<file path="config.mk">
export PLATFORM = sky130hd
export DESIGN_NAME = lsu_unit
export DESIGN_NICKNAME = d
export VERILOG_FILES = /design/src/rtl/lsu_unit.sv
export SDC_FILE = /design/constraint.sdc
export NUM_CORES = 1
export LEC_CHECK = 0
export ABC_AREA = 0
export ABC_CLOCK_PERIOD_IN_PS = 2100
export CAP_MARGIN = 20
export CORE_AREA = 10 10 146 148
export DETAILED_ROUTE_END_ITERATION = 16
export DIE_AREA = 0 0 156 158
export GPL_ROUTABILITY_DRIVEN = 0
export GPL_TIMING_DRIVEN = 0
export HOLD_SLACK_MARGIN = 0.02
export PLACE_DENSITY = 0.85
export SYNTH_ARGS = -nofsm -noshare
export SYNTH_HDL_FRONTEND = slang
export SYNTH_SLANG_ARGS = --single-unit
export TNS_END_PERCENT = 10
</file>
<file path="constraint.sdc">
create_clock -name clk -period 2.1 [get_ports clk]
set_input_delay 0.315 -clock clk [delete_from_list [all_inputs] [get_ports clk]]
set_output_delay 0.315 -clock clk [all_outputs]
set_load 0.02 [all_outputs]
</file>
<file path="src/rtl/lsu_unit.sv">
// lsu_unit: RV32I load/store unit that runs one data-memory access at a time and drives load writeback.
// Optional build define LSU_MISALIGN_TRAP_EN traps misaligned half/word accesses instead of ignoring low bits.
module lsu_unit #(
  parameter int unsigned TIMEOUT_CYCLES = 255,
  parameter int unsigned CNT_W          = 8
) (
  input  logic        clk,
  input  logic        rst_n,
  input  logic        req_valid,
  output logic        req_ready,
  input  logic        req_is_store,
  input  logic [2:0]  req_funct3,
  input  logic [31:0] req_base,
  input  logic [31:0] req_offset,
  input  logic [31:0] req_wdata,
  input  logic [4:0]  req_rd_num,
  output logic        mem_valid,
  input  logic        mem_ready,
  output logic        mem_we,
  output logic [31:0] mem_addr,
  output logic [3:0]  mem_be,
  output logic [31:0] mem_wdata,
  input  logic        mem_rvalid,
  input  logic [31:0] mem_rdata,
  output logic        wb_write,
  output logic [4:0]  wb_rd_num,
  output logic [31:0] wb_data,
  output logic        done,
  output logic        err
);

  typedef enum logic [1:0] {S_IDLE = 2'd0, S_REQ = 2'd1, S_WAIT = 2'd2, S_WB = 2'd3} state_t;

  localparam bit               TO_EN   = (TIMEOUT_CYCLES != 32'd0);
  localparam logic [CNT_W-1:0] TO_LAST = CNT_W'(TIMEOUT_CYCLES - 32'd1);

  function automatic logic f3_legal(input logic is_store, input logic [2:0] f3);
    logic ok;
    case (f3)
      3'b000, 3'b001, 3'b010: ok = 1'b1;
      3'b100, 3'b101:         ok = !is_store;
      default:                ok = 1'b0;
    endcase
    return ok;
  endfunction

  function automatic logic [3:0] lane_be(input logic [2:0] f3, input logic [1:0] ofs);
    logic [3:0] be;
    case (f3[1:0])
      2'b00:   be = 4'b0001 << ofs;
      2'b01:   be = 4'b0011 << {ofs[1], 1'b0};
      default: be = 4'b1111;
    endcase
    return be;
  endfunction

  function automatic logic [31:0] lane_wdata(input logic [2:0] f3, input logic [31:0] wdata);
    logic [31:0] wd;
    case (f3[1:0])
      2'b00:   wd = {4{wdata[7:0]}};
      2'b01:   wd = {2{wdata[15:0]}};
      default: wd = wdata;
    endcase
    return wd;
  endfunction

  function automatic logic [31:0] load_ext(input logic [2:0] f3, input logic [1:0] ofs,
                                           input logic [31:0] rdata);
    logic [7:0]  b;
    logic [15:0] h;
    logic [31:0] r;
    b = rdata[{ofs, 3'b000} +: 8];
    h = rdata[{ofs[1], 4'b0000} +: 16];
    case (f3)
      3'b000:  r = {{24{b[7]}}, b};
      3'b001:  r = {{16{h[15]}}, h};
      3'b100:  r = {24'd0, b};
      3'b101:  r = {16'd0, h};
      default: r = rdata;
    endcase
    return r;
  endfunction

`ifdef LSU_MISALIGN_TRAP_EN
  function automatic logic misaligned(input logic [2:0] f3, input logic [1:0] ofs);
    logic m;
    case (f3[1:0])
      2'b01:   m = ofs[0];
      2'b10:   m = (ofs != 2'b00);
      default: m = 1'b0;
    endcase
    return m;
  endfunction
`endif

  state_t           state_r, state_nxt_s;
  logic [CNT_W-1:0] cnt_r, cnt_nxt_s, cnt_inc_s;
  logic             ready_r, mem_valid_r, done_r, err_r, wb_write_r;
  logic             mem_valid_nxt_s, done_nxt_s, err_nxt_s, wb_write_nxt_s;
  logic             capture_s, take_s, accept_s, bad_s, timeout_s;
  logic [31:0]      ea_s;
  logic [1:0]       ea_lo_r;
  logic [2:0]       f3_r;
  logic             st_r, mem_we_r;
  logic [4:0]       rd_r, wb_rd_r;
  logic [31:0]      mem_addr_r, mem_wdata_r, wb_data_r;
  logic [3:0]       mem_be_r;

  assign ea_s      = req_base + req_offset;
  assign accept_s  = req_valid && ready_r;
  assign cnt_inc_s = cnt_r + CNT_W'(1'b1);
  assign timeout_s = TO_EN && (cnt_r == TO_LAST);
`ifdef LSU_MISALIGN_TRAP_EN
  assign bad_s = !f3_legal(req_is_store, req_funct3) || misaligned(req_funct3, ea_s[1:0]);
`else
  assign bad_s = !f3_legal(req_is_store, req_funct3);
`endif

  // Next-state and next-output decode; timeout takes priority over memory responses.
  always_comb begin
    state_nxt_s     = state_r;
    cnt_nxt_s       = cnt_r;
    mem_valid_nxt_s = 1'b0;
    done_nxt_s      = 1'b0;
    err_nxt_s       = 1'b0;
    wb_write_nxt_s  = 1'b0;
    capture_s       = 1'b0;
    take_s          = 1'b0;
    case (state_r)
      S_IDLE: begin
        if (accept_s && bad_s) begin
          err_nxt_s = 1'b1;
        end else if (accept_s) begin
          state_nxt_s     = S_REQ;
          mem_valid_nxt_s = 1'b1;
          cnt_nxt_s       = {CNT_W{1'b0}};
          capture_s       = 1'b1;
        end else begin
          cnt_nxt_s = {CNT_W{1'b0}};
        end
      end
      S_REQ: begin
        cnt_nxt_s = cnt_inc_s;
        if (timeout_s) begin
          state_nxt_s = S_IDLE;
          err_nxt_s   = 1'b1;
        end else if (mem_ready && st_r) begin
          state_nxt_s = S_IDLE;
          done_nxt_s  = 1'b1;
        end else if (mem_ready) begin
          state_nxt_s = S_WAIT;
        end else begin
          mem_valid_nxt_s = 1'b1;
        end
      end
      S_WAIT: begin
        cnt_nxt_s = cnt_inc_s;
        if (timeout_s) begin
          state_nxt_s = S_IDLE;
          err_nxt_s   = 1'b1;
        end else if (mem_rvalid) begin
          state_nxt_s    = S_WB;
          done_nxt_s     = 1'b1;
          wb_write_nxt_s = (rd_r != 5'd0);
          take_s         = 1'b1;
        end else begin
          state_nxt_s = S_WAIT;
        end
      end
      S_WB:    state_nxt_s = S_IDLE;
      default: state_nxt_s = S_IDLE;
    endcase
  end

  // Control state, timeout counter and single-cycle status pulses.
  always_ff @(posedge clk or negedge rst_n) begin
    if (!rst_n) begin
      state_r     <= S_IDLE;
      cnt_r       <= {CNT_W{1'b0}};
      ready_r     <= 1'b1;
      mem_valid_r <= 1'b0;
      done_r      <= 1'b0;
      err_r       <= 1'b0;
      wb_write_r  <= 1'b0;
    end else begin
      state_r     <= state_nxt_s;
      cnt_r       <= cnt_nxt_s;
      ready_r     <= (state_nxt_s == S_IDLE);
      mem_valid_r <= mem_valid_nxt_s;
      done_r      <= done_nxt_s;
      err_r       <= err_nxt_s;
      wb_write_r  <= wb_write_nxt_s;
    end
  end

  // Access capture on accept; writeback registers only move when a real write happens.
  always_ff @(posedge clk or negedge rst_n) begin
    if (!rst_n) begin
      ea_lo_r     <= 2'b00;
      f3_r        <= 3'b000;
      st_r        <= 1'b0;
      rd_r        <= 5'd0;
      mem_addr_r  <= 32'd0;
      mem_be_r    <= 4'b0000;
      mem_we_r    <= 1'b0;
      mem_wdata_r <= 32'd0;
      wb_data_r   <= 32'd0;
      wb_rd_r     <= 5'd0;
    end else begin
      if (capture_s) begin
        ea_lo_r     <= ea_s[1:0];
        f3_r        <= req_funct3;
        st_r        <= req_is_store;
        rd_r        <= req_rd_num;
        mem_addr_r  <= {ea_s[31:2], 2'b00};
        mem_be_r    <= lane_be(req_funct3, ea_s[1:0]);
        mem_we_r    <= req_is_store;
        mem_wdata_r <= req_is_store ? lane_wdata(req_funct3, req_wdata) : 32'd0;
      end
      if (take_s && (rd_r != 5'd0)) begin
        wb_data_r <= load_ext(f3_r, ea_lo_r, mem_rdata);
        wb_rd_r   <= rd_r;
      end
    end
  end

  assign req_ready = ready_r;
  assign mem_valid = mem_valid_r;
  assign mem_we    = mem_we_r;
  assign mem_addr  = mem_addr_r;
  assign mem_be    = mem_be_r;
  assign mem_wdata = mem_wdata_r;
  assign wb_write  = wb_write_r;
  assign wb_rd_num = wb_rd_r;
  assign wb_data   = wb_data_r;
  assign done      = done_r;
  assign err       = err_r;

endmodule

</file>
==> results by group <==
Outcome
  – Failing checks: setup timing
  – Outcome: finished with violations

Critical path
  – Crit start category: primary input
  – Kind of critical path: in2reg
  – Worst EP arrival: 2.47 ns
  – Peak fanout along the critical path: 4
  – R2R depth: 7
  – WP data required: 2.38 ns
  – Crit end category: flop

Clock tree
  – CTS Root Cell: clkbuf_16
  – Clock sinks: approximately 130
  – CTS Buffer Depth: 2
  – Clk_lat worst skew: between 0.4 and 0.5 ns
  – Reg clk slew, reported paths: 0.05 ns
  – CTS tree: yes
  – CTS Buf Count: 17
  – CTS H-Tree Depth: 4

Layout
  – Post-layout net count: 1378
  – Final Core Density: roughly 64%
  – Ant diodes: 0
  – Layout Area Growth over Synthesis: 56.3%
  – Most frequent cells in the layout: 213 x clkdlybuf4s50_1, 208 x nand2_1, 127 x dfrtp_1
  – Finished Layout Cells: ~1.4k
  – Share of layout cells above drive strength 1: 17.9%
  – # fillers: approximately 1.5k
  – Design area: approximately 12000 sq um
  – Most common cell after layout, fill and taps aside: clkdlybuf4s50_1

Routing
  – Drt drc: 0
  – First DRT Iteration DRCs: between 600 and 700
  – Routed via count: ~8k
  – Via/cell ratio: between 5 and 6
  – Post-DR wirelength/cell: between 20 and 25 um
  – DR pass1 iterations: 5
  – Routed Antenna Nets: 0
  – Routed wire length: 29.1 mm

Logic synthesis
  – Syn avg cell area: 8.54 sq um
  – Cell Area, Synth: about 7600 sq um
  – FFs w/ async S/R, synth: 100%
  – Synth Instances: a little under 900
  – Top-area cell type share of the netlist area: a little over two fifths
  – FF+latch count, synth: roughly 130
  – Cell variety after synth: 59
  – Post-synthesis sequential area ratio: a little over two fifths
  – Post-synth EDFFs: 0
  – Area leader, netlist: dfrtp_1
  – Synth top area cells: dfrtp_1 42%, nand2_1 10%, ha_1 6.1%
  – Top FF cell, synth: dfrtp_1
  – Warning count from the yosys run: 0

STA
  – Slew Viols, Final: 0
  – Period utilisation layout: 104%
  – Clock Skew: 0.00987 ns
  – Hold Slack: approximately 0.24 ns
  – # setup viols final: 8
  – Max Fclk: ~0.46 GHz
  – Final WS setup: -0.0888 ns
  – Final hold violation count: 0
  – Max-Slew Margin vs Limit: roughly 51%
  – Min Clock Period, post-route: 2.19 ns
  – Worst Max-Slew Pin Slew: roughly 0.74 ns
  – RSZ-0062 raised after global routing: yes

Power and ir drop
  – Final Power: about 0.014 W
  – Pwr Density: about 1200 nW/um^2
  – Pleak: 5.26 nW
  – Max VDD drop: 596 uV

Min path
  – Hold depth: 4
  – Hold Crit Class: in2reg

Die
  – Die height: about 160 um
  – I/O pins: between 200 and 300
  – Core Area: approximately 18000 sq um
  – Row count: 50
  – Initial Utilization: just over 40%
  – Die area: between 20000 and 25000 sq um
  – Die X: ~160 um

Global route
  – GRT Resource Usage Total: between 20 and 25%
  – Global-route wire length before repair: ~44 mm
  – Largest net degree at the start of global routing: 84
  – Antenna violations before repair: 0
  – Total gr overflow: 0
  – Vias in the first global route: 8107

Place
  – PortBufs: 249
  – HPWL after DPL: around 21 mm
  – Placed inst area: 10500 sq um
  – Dpl cells: roughly 1.4k

Job
  – Max cap viols: 0
[cells by family (layout without fill, tap and decap cells)]
group	after synthesis	count (layout)	synth area share [%]
other	1	2	0.0493
multiplexers	33	33	4.71
AO/OA/AOI/OAI	221	221	19.0
adder cells (fa/ha/maj)	38	38	6.35
XOR/XNOR	14	14	1.61
flip-flops	129	129	42.5
AND/OR/NAND/NOR	379	379	22.0
buffers and inverters	75	394	3.85
[synthesized netlist by cell type (5+ instances only)]
cell type and number:
nand2_1 209, dfrtp_1 128, o21ai_0 62, a21oi_1 52, nand3_1 50, nor2_1 50
clkbuf_1 37, ha_1 37, inv_1 29, mux2_2 22, o31ai_1 16, nor3_1 15
a211oi_1 12, a21o_1 11, mux2i_1 11, xor2_1 11, nor2b_1 10, nand4_1 9
o21a_1 9, o22ai_1 9, a221o_1 7, a221oi_1 7, nand2b_1 7, a211o_1 6
o21bai_1 5, or2_2 5, or3_1 5
[power by group]
| part | internal, W | switching, W | leakage, nW |
|---|---|---|---|
| Combinational | 0.00320 | 0.00394 | 3.34 |
| Sequential | 0.00356 | 0.000707 | 1.63 |
| Clock | 0.00192 | 0.00112 | 0.293 |
| Total | 0.00868 | 0.00577 | 5.26 |
[per-stage QoR]
step | setup WS, ns | TNS (ns)
after floorplan | -0.266 | -2.78
after global placement | -4.53 | -691.35
after detailed placement | -1.30 | -113.28
after CTS | -0.0975 | -0.185
after global routing | -0.122 | -0.777
final | -0.0888 | -0.387
[final timing paths]
path	end	startpoint	slack (ns)
min reg2reg	mem_wdata[18]	mem_wdata[18]	0.46
max reg2reg	cnt_r[7]	state_r[1]	0.05
min	ea_lo_r[0]	req_base[0]	0.24
max	mem_addr[22]	req_offset[11]	-0.09
min in group asynchronous	wb_data[1]	rst_n	0.42
max in group asynchronous	ea_lo_r[1]	rst_n	0.89
[what timing repair did]
item | 4_1_cts | 5_1_grt
resized for setup | 170 | 55
hold buffers | 1 | 0
pin swaps | 35 | 25
buffers inserted | 29 | 10
endpoints found under the hold margin | 45 | 0
setup endpoints to repair | 121 | 60
[worst max-delay path, cell delays in order]
cell	delay, ns
clkdlybuf4s15_1	0.20
ha_4	0.31
nand2_2	0.07
or3_1	0.35
a211o_1	0.32
a21boi_2	0.21
a31oi_2	0.13
o2111a_1	0.25
or3_1	0.31
[layer usage]
metal | vias up | routed length, um | track usage (%)
li1 | 3765 | - | -
met1 | 3881 | 11400 | 26.4
met2 | 433 | 13800 | 36.5
met3 | 88 | 2660 | 7.19
met4 | 0 | 1220 | 10.8
met5 | - | 0 | 0
[final cells by class]
| type | count | area (sq um) | share of cell area, % |
|---|---|---|---|
| Inverter | 30 | 118 | 0.990 |
| Sequential cell | 129 | 3230 | 27.2 |
| Timing Repair Buffer | 290 | 2790 | 23.4 |
| Buffer | 43 | 228 | 1.92 |
| Clock inverter | 10 | 135 | 1.14 |
| Multi-Input combinational cell | 687 | 4630 | 39.0 |
| Tap cell | 234 | 293 | 2.46 |
| Clock buffer | 21 | 460 | 3.88 |
[sequential cells by signal, indices dropped and copies added (netlist names)]
name / cells
mem_addr: 30
rd_r: 5
state_r: 2
wb_data: 32
err: 1
mem_we: 1
req_ready: 1
wb_write: 1
mem_valid: 1
done: 1
f3_r: 3
wb_rd_num: 5
mem_be: 4
cnt_r: 8
mem_wdata: 32
ea_lo_r: 2
Note: power is estimated with default switching activity, not from simulation.
